**src/rtl/stopwatch_pkg.sv**
```systemverilog
// Shared types for the stopwatch engine: run-state encoding and BCD digit type.
package stopwatch_pkg;

  typedef enum logic [1:0] {
    ST_IDLE  = 2'd0,
    ST_RUN   = 2'd1,
    ST_PAUSE = 2'd2,
    ST_DONE  = 2'd3
  } sw_state_t;

  typedef logic [3:0] bcd_digit_t;

endpackage

```
**src/rtl/stopwatch_core_bcd_addsub.sv**
```systemverilog
// Combinational packed-BCD increment/decrement by 1 or 10 with ripple carry/borrow.
module bcd_addsub
  import stopwatch_pkg::*;
#(
  parameter int DIGITS = 4
) (
  input  logic [4*DIGITS-1:0] value,
  input  logic                step10,
  input  logic                dir,
  output logic [4*DIGITS-1:0] result,
  output logic                carry_out,
  output logic                underflow
);

  logic [4*DIGITS-1:0] w_res;
  logic                w_c;
  logic [4:0]          w_t;
  logic [4:0]          w_add;
  bcd_digit_t          w_digit;

  // Digit-serial ripple: the step lands on digit 0 (x1) or digit 1 (x10).
  always_comb begin
    w_res   = {4*DIGITS{1'b0}};
    w_c     = 1'b0;
    w_t     = 5'd0;
    w_add   = 5'd0;
    w_digit = 4'd0;
    for (int i = 0; i < DIGITS; i++) begin
      w_digit = value[4*i +: 4];
      w_add   = (((i == 0) && !step10) || ((i == 1) && step10)) ? 5'd1 : 5'd0;
      if (!dir) begin
        w_t = {1'b0, w_digit} + w_add + {4'd0, w_c};
        if (w_t >= 5'd10) begin
          w_t = w_t - 5'd10;
          w_c = 1'b1;
        end else begin
          w_c = 1'b0;
        end
      end else begin
        w_t = {1'b0, w_digit} - w_add - {4'd0, w_c};
        if (w_t[4]) begin
          w_t = w_t + 5'd10;
          w_c = 1'b1;
        end else begin
          w_c = 1'b0;
        end
      end
      w_res[4*i +: 4] = w_t[3:0];
    end
    result    = w_res;
    carry_out = !dir && w_c;
    // Reaching exactly zero also counts as expiry: value <= step.
    underflow = dir && (w_c || (w_res == {4*DIGITS{1'b0}}));
  end

endmodule

```
**src/rtl/stopwatch_core.sv**
```systemverilog
// Stopwatch/countdown engine: run FSM, tick divider, BCD count, lap capture and event pulses.
module stopwatch_core
  import stopwatch_pkg::*;
#(
  parameter int DIGITS  = 4,
  parameter int CLK_DIV = 100
) (
  input  logic                clk,
  input  logic                rst,
  input  logic                start_p,
  input  logic                pause_p,
  input  logic                clear_p,
  input  logic                lap_p,
  input  logic                load_en,
  input  logic [4*DIGITS-1:0] load_val,
  input  logic                dir,
  input  logic                step10,
  output logic [4*DIGITS-1:0] count,
  output logic [4*DIGITS-1:0] lap,
  output logic                lap_valid,
  output logic [1:0]          state,
  output logic                tick,
  output logic                wrap,
  output logic                done
);

  localparam int DIV_W = (CLK_DIV > 2) ? $clog2(CLK_DIV) : 1;
  localparam logic [DIV_W-1:0] DIV_LAST = DIV_W'(CLK_DIV - 1);
  localparam logic [4*DIGITS-1:0] ZERO_CNT = {4*DIGITS{1'b0}};

  sw_state_t           r_state, w_state_nxt;
  logic [DIV_W-1:0]    r_div, w_div_nxt;
  logic [4*DIGITS-1:0] r_count, w_count_nxt;
  logic [4*DIGITS-1:0] r_lap, w_lap_nxt;
  logic                r_lap_valid, w_lap_valid_nxt;
  logic                r_dir, w_dir_nxt;
  logic                r_wrap, w_wrap_nxt;
  logic                r_done, w_done_nxt;

  logic                w_tick;
  logic                w_load_ok;
  logic [4*DIGITS-1:0] w_sum;
  logic                w_carry;
  logic                w_under;

  bcd_addsub #(.DIGITS(DIGITS)) u_addsub (
    .value     (r_count),
    .step10    (step10),
    .dir       (r_dir),
    .result    (w_sum),
    .carry_out (w_carry),
    .underflow (w_under)
  );

  assign w_tick    = (r_state == ST_RUN) && (r_div == DIV_LAST);
  assign w_load_ok = load_en && ((r_state == ST_IDLE) || (r_state == ST_DONE));

  // Next-state logic: clear > load > start > pause; lap is independent but loses to clear.
  always_comb begin
    w_state_nxt     = r_state;
    w_div_nxt       = r_div;
    w_count_nxt     = r_count;
    w_lap_nxt       = r_lap;
    w_lap_valid_nxt = r_lap_valid;
    w_dir_nxt       = r_dir;
    w_wrap_nxt      = 1'b0;
    w_done_nxt      = 1'b0;

    if (lap_p && ((r_state == ST_RUN) || (r_state == ST_PAUSE))) begin
      w_lap_nxt       = r_count;
      w_lap_valid_nxt = 1'b1;
    end else begin
      w_lap_nxt       = r_lap;
    end

    if (clear_p) begin
      w_state_nxt     = ST_IDLE;
      w_div_nxt       = {DIV_W{1'b0}};
      w_count_nxt     = ZERO_CNT;
      w_lap_nxt       = ZERO_CNT;
      w_lap_valid_nxt = 1'b0;
    end else if (w_load_ok) begin
      w_count_nxt = load_val;
      w_state_nxt = ST_IDLE;
    end else begin
      case (r_state)
        ST_IDLE: begin
          if (start_p && dir && (r_count == ZERO_CNT)) begin
            w_state_nxt = ST_DONE;
            w_done_nxt  = 1'b1;
          end else if (start_p) begin
            w_state_nxt = ST_RUN;
            w_dir_nxt   = dir;
            w_div_nxt   = {DIV_W{1'b0}};
          end else begin
            w_state_nxt = ST_IDLE;
          end
        end
        ST_RUN: begin
          w_div_nxt = w_tick ? {DIV_W{1'b0}} : (r_div + {{(DIV_W-1){1'b0}}, 1'b1});
          if (pause_p) begin
            w_state_nxt = ST_PAUSE;
          end else begin
            w_state_nxt = ST_RUN;
          end
          // Expiry overrides a coincident pause: the count is already at zero.
          if (w_tick && r_dir && w_under) begin
            w_count_nxt = ZERO_CNT;
            w_state_nxt = ST_DONE;
            w_done_nxt  = 1'b1;
          end else if (w_tick) begin
            w_count_nxt = w_sum;
            w_wrap_nxt  = w_carry;
          end else begin
            w_count_nxt = r_count;
          end
        end
        ST_PAUSE: begin
          if (start_p) begin
            w_state_nxt = ST_RUN;
          end else begin
            w_state_nxt = ST_PAUSE;
          end
        end
        ST_DONE: begin
          w_state_nxt = ST_DONE;
        end
        default: begin
          w_state_nxt = ST_IDLE;
          w_div_nxt   = {DIV_W{1'b0}};
        end
      endcase
    end
  end

  // State, divider, count, lap and event-pulse registers.
  always_ff @(posedge clk or posedge rst) begin
    if (rst) begin
      r_state     <= ST_IDLE;
      r_div       <= {DIV_W{1'b0}};
      r_count     <= ZERO_CNT;
      r_lap       <= ZERO_CNT;
      r_lap_valid <= 1'b0;
      r_dir       <= 1'b0;
      r_wrap      <= 1'b0;
      r_done      <= 1'b0;
    end else begin
      r_state     <= w_state_nxt;
      r_div       <= w_div_nxt;
      r_count     <= w_count_nxt;
      r_lap       <= w_lap_nxt;
      r_lap_valid <= w_lap_valid_nxt;
      r_dir       <= w_dir_nxt;
      r_wrap      <= w_wrap_nxt;
      r_done      <= w_done_nxt;
    end
  end

  assign count     = r_count;
  assign lap       = r_lap;
  assign lap_valid = r_lap_valid;
  assign state     = r_state;
  assign tick      = w_tick;
  assign wrap      = r_wrap;
  assign done      = r_done;

endmodule
```
**config.mk**
```make
export PLATFORM = sky130hd
export DESIGN_NAME = stopwatch_core
export DESIGN_NICKNAME = d
export VERILOG_FILES = /design/src/rtl/stopwatch_pkg.sv /design/src/rtl/stopwatch_core_bcd_addsub.sv /design/src/rtl/stopwatch_core.sv
export SDC_FILE = /design/constraint.sdc
export NUM_CORES = 1
export LEC_CHECK = 0
export BUFFER_PORTS_ARGS = -buffer_cell sky130_fd_sc_hd__buf_2
export CORE_MARGIN = 2
export CORE_UTILIZATION = 55
export CTS_BUF_LIST = sky130_fd_sc_hd__clkbuf_8
export DETAILED_ROUTE_END_ITERATION = 10
export GPL_TIMING_DRIVEN = 0
export HOLD_SLACK_MARGIN = 0.08
export PLACE_DENSITY = 0.8
export SYNTH_ARGS = -nofsm -noshare
export SYNTH_HDL_FRONTEND = slang
export SYNTH_SLANG_ARGS = --single-unit
```
**constraint.sdc**
```tcl
create_clock -name clk -period 8.1 [get_ports clk]
set_input_delay 0.405 -clock clk [delete_from_list [all_inputs] [get_ports clk]]
set_output_delay 0.405 -clock clk [all_outputs]
set_load 0.03 [all_outputs]
```
## After elaboration in Yosys (flattened, before gate mapping)

Index checks and enable logic that the tools add are counted.

| storage, ports and cells | value |
|---|---|
| memories kept | 0 |
| output and inout bits | 38 |
| memory bits (writable) | 0 |
| register bits after elaboration | 45 |
| logic and storage cells | 123 |
| bits in latches | 0 |
| bits of input ports | 25 |
| memory bits (read-only) | 0 |

| cells by class | value |
|---|---|
| magnitude comparators | 4 |
| add/subtract/negate cells | 19 |
| bitwise logic cells | 3 |
| divide/modulo/power cells | 0 |
| shift operators | 0 |
| multiplexer cells | 59 |
| reductions and logical operators | 23 |
| equal/unequal tests | 7 |
| multiply operators | 0 |

Operators with widths:

| kind | count |
|---|---|
| $mux W16 | 7 |
| $mux W4 | 12 |
| $mux W7 | 5 |
| $logic_not A16 Y1 | 2 |
| $mux W1 | 26 |
| $ge A5 B4 Y1 const B | 4 |
| $add A4 B4 Y4 const B | 4 |
| $sub A4 B4 Y4 const B | 4 |
| $add A4 B1 Y5 | 3 |
| $sub A4 B1 Y5 | 3 |
| $pmux W7 S2 | 1 |
| $mux W2 | 6 |
| $logic_and A1 B1 Y1 | 9 |
| $pmux W2 S4 | 1 |
| $add A7 B1 Y7 const B | 1 |
| $eq A7 B7 Y1 const B | 1 |
| $ne A3 B3 Y1 const B | 2 |
| $reduce_bool A3 Y1 | 2 |
| $add A4 B5 Y5 | 1 |
| $add A5 B1 Y5 | 1 |
| $reduce_and A5 Y1 | 1 |
| $sub A4 B5 Y5 | 1 |
| $sub A5 B1 Y5 | 1 |
| $eq A2 B2 Y1 const B | 2 |
| other kinds (11) | 15 |

## Logic depth before layout (Yosys ltp)

| logic depth | value |
|---|---|
| depth in word-level cells | 25 |
| depth in mapped cells | 38 |
| gate-level depth less buffers | 38 |

## By module

From an unflattened synthesis, not the netlist that was laid out.

| second synthesis, totals | value |
|---|---|
| cells, all modules | 437 |
| area total of the unflattened synthesis | 3782.4 sq um |

Modules (own cells, without submodules):

| module | area an instance (sq um) | seq. area each (sq um) | cells an instance | instances |
|---|---|---|---|---|
| stopwatch_core | 2220.9 | 1126.1 | 217 | 1 |
| bcd_addsub | 1561.5 | 0.0 | 220 | 1 |

## Least setup slack after synthesis

OpenSTA, ideal clock, no wires.

| timing path | value |
|---|---|
| path kind | register -> register |
| from | reg r_count[0], in the netlist count[0] |
| to | reg r_done, in the netlist done |
| required time | 8.001 ns |
| period minus slack after synthesis | 6.837 ns |
| stages on the path, launching flop included | 36 |
| data arrival time | 6.738 ns |
| slack | 1.263 ns |
| path buffers | 0 |
| library setup time | 0.099 ns |
| cell sequence | dfrtp_1 -> ha_1 -> ha_1 -> xnor2_1 -> ha_1 -> o211ai_2 -> nand2_1 -> nor2_1 -> a21oi_1 -> fa_1 -> inv_1 -> ha_1 -> xor2_1 -> inv_1 -> ha_1 -> o41ai_2 -> o221ai_2 -> o21ai_0 -> ha_1 -> ha_1 -> xnor2_1 -> ha_1 -> or2_0 -> a21oi_1 -> a31oi_1 -> a21oi_1 -> ha_1 -> ha_1 -> xnor2_1 -> ha_1 -> a21bo_2 -> a21oi_1 -> nor3_1 -> o31a_1 -> nand4bb_1 -> a311oi_1 |

| on the way | value |
|---|---|
| longest elaborated chain between the ends | 24 |
| elaborated cells on any way between the ends | 55 |
| classes of those cells | 16 x add/sub; 4 x order compare; 29 x mux; 6 x reduce/logical |

RTL lines:

| what | RTL line | text |
|---|---|---|
| start: declaration | stopwatch_core.sv:33 | `logic [4*DIGITS-1:0] r_count, w_count_nxt;` |
| start signal: assignment | stopwatch_core.sv:150 | `r_count <= w_count_nxt;` |
| $add A4 B1 Y5 | stopwatch_core_bcd_addsub.sv:32 | `w_t = {1'b0, w_digit} + w_add + {4'd0, w_c};` |
| $ge A5 B4 Y1 | stopwatch_core_bcd_addsub.sv:33 | `if (w_t >= 5'd10) begin` |
| $mux W1 | stopwatch_core_bcd_addsub.sv:33 |  |
| $mux W1 | stopwatch_core_bcd_addsub.sv:31 | `if (!dir) begin` |
| $add A5 B1 Y5 | stopwatch_core_bcd_addsub.sv:32 |  |
| $ge A5 B4 Y1 | stopwatch_core_bcd_addsub.sv:33 |  |
| $mux W1 | stopwatch_core_bcd_addsub.sv:33 |  |
| $mux W1 | stopwatch_core_bcd_addsub.sv:31 |  |
| (+9 left out) | n/a |  |
| $logic_or A1 B1 Y1 | stopwatch_core_bcd_addsub.sv:53 | `underflow = dir && (w_c \|\| (w_res == {4*DIGITS{1'b0}}));` |
| $logic_and A1 B1 Y1 | stopwatch_core_bcd_addsub.sv:53 |  |
| $logic_and A1 B1 Y1 | stopwatch_core.sv:107 | `if (w_tick && r_dir && w_under) begin` |
| $mux W1 | stopwatch_core.sv:107 |  |
| $pmux W1 S2 (*) | stopwatch_core.sv:86 | `case (r_state)` |
| $mux W1 (*) | stopwatch_core.sv:82 | `end else if (w_load_ok) begin` |
| $mux W1 (*) | stopwatch_core.sv:76 | `if (clear_p) begin` |
| via w_done_nxt | stopwatch_core.sv:38 | `logic r_done, w_done_nxt;` |
| end signal: assignment | stopwatch_core.sv:155 | `r_done <= w_done_nxt;` |
| end: declaration | stopwatch_core.sv:38 |  |

The timed path passes the listed nets; every way through them passes the cells marked *.
A chain may end at the register's enable or synchronous reset.

## Final worst setup path

| timing path | value |
|---|---|
| from | reg r_count[0], in the netlist count[0] |
| to | reg r_count[0], in the netlist count[0] |

| on the way | value |
|---|---|
| longest elaborated chain between the ends | 24 |
| elaborated cells on any way between the ends | 55 |
| classes of those cells | 16 x add/sub; 4 x order compare; 29 x mux; 6 x reduce/logical |

RTL lines:

| what | RTL line |
|---|---|
| $add A4 B1 Y5 | stopwatch_core_bcd_addsub.sv:32 |
| $ge A5 B4 Y1 | stopwatch_core_bcd_addsub.sv:33 |
| $mux W1 | stopwatch_core_bcd_addsub.sv:33 |
| $mux W1 | stopwatch_core_bcd_addsub.sv:31 |
| $add A5 B1 Y5 | stopwatch_core_bcd_addsub.sv:32 |
| $ge A5 B4 Y1 | stopwatch_core_bcd_addsub.sv:33 |
| $mux W1 | stopwatch_core_bcd_addsub.sv:33 |
| $mux W1 | stopwatch_core_bcd_addsub.sv:31 |
| (+8 left out) | n/a |
| $logic_not A16 Y1 | stopwatch_core_bcd_addsub.sv:53 |
| $logic_or A1 B1 Y1 | stopwatch_core_bcd_addsub.sv:53 |
| $logic_and A1 B1 Y1 | stopwatch_core_bcd_addsub.sv:53 |
| $logic_and A1 B1 Y1 | stopwatch_core.sv:107 |
| $mux W16 | stopwatch_core.sv:107 |
| $mux W16 | stopwatch_core.sv:86 |
| $mux W16 | stopwatch_core.sv:82 |
| $mux W16 | stopwatch_core.sv:76 |

Several ways; a longest one is shown, not always the timed one. The select of a mux whose other input is x is not followed.

==> flow_summary_export.csv <==
group,metric,value,unit
run_status,status,"finished clean",
floorplanning,die_w,87.5,um
drt,vias_per_cell,6.23,
sta,fin_tns_setup,0,ns
final_layout,finalNetCount,589,
logic_synthesis,synthCells,461,
critical_path,crit_arrival,7.90,ns
logic_synthesis,synth_edf_count,0,
critical_path,max_stage_delay,0.47,ns
placed_design,numPortBuffers,62,
logic_synthesis,synth_xor_xnor_area_share,3.43,%
logic_synthesis,synth_top_family_by_area,"simple AND/OR/NAND/NOR gates",
global_routing,grt.met1_usage,38.7,%
cts,ctsRootBufferMaster,"clkbuf_8",
critical_path,cp_max_fo,7,
logic_synthesis,ys_types,79,
placed_design,hpwl,8.35,mm
global_routing,overflow,0,
cts,h-tree-depth,2,
sta,fmax,0.130,GHz
critical_path,cp_slowest_cell,"dfrtp_1",
drt,drc,0,
drt,num_vias,3828,
floorplanning,rows,30,
global_routing,grt_pass1_vias,3534,
sta,finalHoldViolCount,0,
logic_synthesis,async_flop_share,100,%
logic_synthesis,synth_fa_ha_area_share,10.5,%
logic_synthesis,syn_nets,517,
logic_synthesis,synthMuxAreaShare,1.14,%
logic_synthesis,synth_top_area_cell,"dfrtp_1",
sta,fin_worst_skew,0.0111,ns
sta,slew_headroom,44.2,%
logic_synthesis,synth_area,0.00383,mm2
critical_path,cp-start-kind,"flip-flop",
floorplanning,die_h,87.5,um
worst_hold_path,worstHoldPathType,"primary input to asynchronous set/reset pin",
sta,rsz0062_at_grt,"no",
sta,finalSetupViolations,0,
drt,drtIter0Drc,368,
placed_design,gp_congestion,0.908,
drt,wl,11.0,mm
floorplanning,ioPinCount,63,
final_layout,nFillCells,593,
critical_path,worstSetupEndpointType,"flip-flop",
global_routing,grt_pass1_wl,17.4,mm
logic_synthesis,synthTopCellsByArea,"dfrtp_1, ha_1, nand2_1, a21oi_1, nor2_1",
sta,finalCritPeriodShare,94.9,%
run,drv_cap,0,
logic_synthesis,synth_compound_area_share,22.1,%
global_routing,grt_use_total,29.1,%
logic_synthesis,ys_seq_elements,45,
sta,drv_slew,0,
logic_synthesis,dominantRegCellSynth,"dfrtp_1",
pwr,power.density,194,mW/mm2
logic_synthesis,yosysMostFrequentCell,"nand2_1",
drt,firstDrtPassIters,5,
critical_path,cp.required,8.31,ns
logic_synthesis,yosysWarnings,0,
final_layout,diodes,0,
cts,cts.sinks,45,
sta,tightestPinTransition,0.831,ns
logic_synthesis,synth_commonest_cells,"nand2_1, dfrtp_1, a21oi_1",
drt,wl_per_cell,17.9,um
global_routing,grt_max_degree,25,
logic_synthesis,ys_seq_area_share,29.4,%
sta,period_needed,7.68,ns
critical_path,crit_type,"flip-flop to flip-flop",
global_routing,grt_busiest_layer,"met2",
logic_synthesis,yosys.area_share.simple,27.2,%
pwr,leakagePower,2.08,nW
cts,cts_buffers,5,
cts,clockBufferDepth,2,
drt,ant_nets,0,
global_routing,antenna_found_initial,0,
final_layout,fin_util,65.8,%
logic_synthesis,synth_top_area_share,29.4,%
critical_path,critical_path.most_common_cell,"ha_1",
cts,clock_latency,0.31,ns
floorplanning,die_area,0.00766,mm2
floorplanning,start_util,56.8,%
final_layout,area_growth,15.9,%
cts,cts_tree,"built",
pwr,vdd_drop_max,0.000118,V
global_routing,use_met2,48.1,%
global_routing,grtUsageMet3,5.21,%
final_layout,drive_above_1_share,21.5,%
floorplanning,core,0.00676,mm2
logic_synthesis,avgSynthCellArea,8.32,um2
cts,clkTransAtPathRegs,0.10,ns
per-layer routing:
layer  part of all wire (%)  routed length, um
met1                     42               4590
met2                     49               5420
met5                      0                  0
met3                    7.5                826
met4                    1.6                179
repair_timing:
| action | CTS | global route |
|---|---|---|
| endpoints found under the setup margin | 0 | 13 |
| resized for setup | 0 | 8 |
| hold buffers | 0 | 0 |
| setup buffers | 0 | 2 |
report_power, final:
| group | switching (mW) | internal, mW |
|---|---|---|
| Clock | 0.0862 | 0.124 |
| Combinational | 0.247 | 0.149 |
| Sequential | 0.0182 | 0.236 |
| Total | 0.351 | 0.510 |
critical path, delay by kind of cell (launching register included):
family | cells | cell delay (ns)
xor gates and xnor gates | 1 | 0.17
buffers and inverters | 4 | 0.33
adders and majority gates | 12 | 3.47
DFF | 1 | 0.47
AOI/OAI and AO/OA | 11 | 1.86
and+or+nand+nor | 7 | 1.27
final cells by class:
class | count | area (um2) | share of cell area (%)
tap | 80 | 100 | 2.25
clock buffer | 5 | 68.8 | 1.55
buffer | 22 | 114 | 2.56
multi-input combinational | 362 | 2490 | 56.0
timing repair buffer | 65 | 353 | 7.94
inverter | 32 | 125 | 2.81
sequential | 45 | 1130 | 25.3
clock inverter | 3 | 68.8 | 1.55
path summary, 6_finish.rpt:
path	start	cells after the start	slack [ns]	end
max in group asynchronous	rst	3	7.47	r_div[5]
worst min register to register	r_div[6]	1	0.48	r_div[6]
worst min-delay path	rst	2	0.12	lap[3]
worst max-delay path	count[0]	35	0.42	count[0]
worst max register to register	count[0]	35	0.42	count[0]
min in group clk	load_val[12]	3	0.32	count[12]
state kept, by name (all words and copies together) (netlist names):
| register | cells |
|---|---|
| count | 16 |
| done | 1 |
| lap | 16 |
| lap_valid | 1 |
| r_dir | 1 |
| r_div | 7 |
| state | 2 |
| wrap | 1 |
cells in the final DEF (no fill, tap or decap), drive strengths merged, types with 6 or more instances in the layout:
cell | Yosys | routed
nand3 | 14 | 14
o211ai | 6 | 6
nand2b | 20 | 20
nand4 | 6 | 6
nand2 | 56 | 56
nor2b | 11 | 11
nor2 | 35 | 35
inv | 31 | 32
ha | 29 | 29
xnor2 | 10 | 10
buf | 13 | 77
nor3b | 7 | 7
clkbuf | 9 | 15
dfrtp | 45 | 45
a22oi | 9 | 9
nor3 | 9 | 9
and3 | 6 | 6
a21oi | 35 | 35
o21ai | 23 | 23
cell families after synthesis:
| family | count (synthesis) |
|---|---|
| compound gates | 123 |
| xor+xnor | 15 |
| fa+ha+maj | 31 |
| buf+inv | 54 |
| flops | 45 |
| mux | 4 |
| simple gates | 189 |
per-stage QoR:
stage | cell area (um2) | instances | hold slack (ns) | total power [mW] | setup WS, ns
2_1_floorplan | 3830 | 461 | 0.435 | 0.539 | 1.26
3_3_place_gp | 4250 | 603 | 0.464 | 0.625 | 0.157
3_5_place_dp | 4270 | 604 | 0.470 | 0.639 | -0.0414
4_1_cts | 4410 | 612 | 0.138 | 0.848 | 0.0436
5_1_grt | 4450 | 614 | 0.155 | 0.905 | 0.00465
6_report | 4450 | 614 | 0.121 | 0.861 | 0.416
No activity file was read; power rests on OpenSTA's default activity.
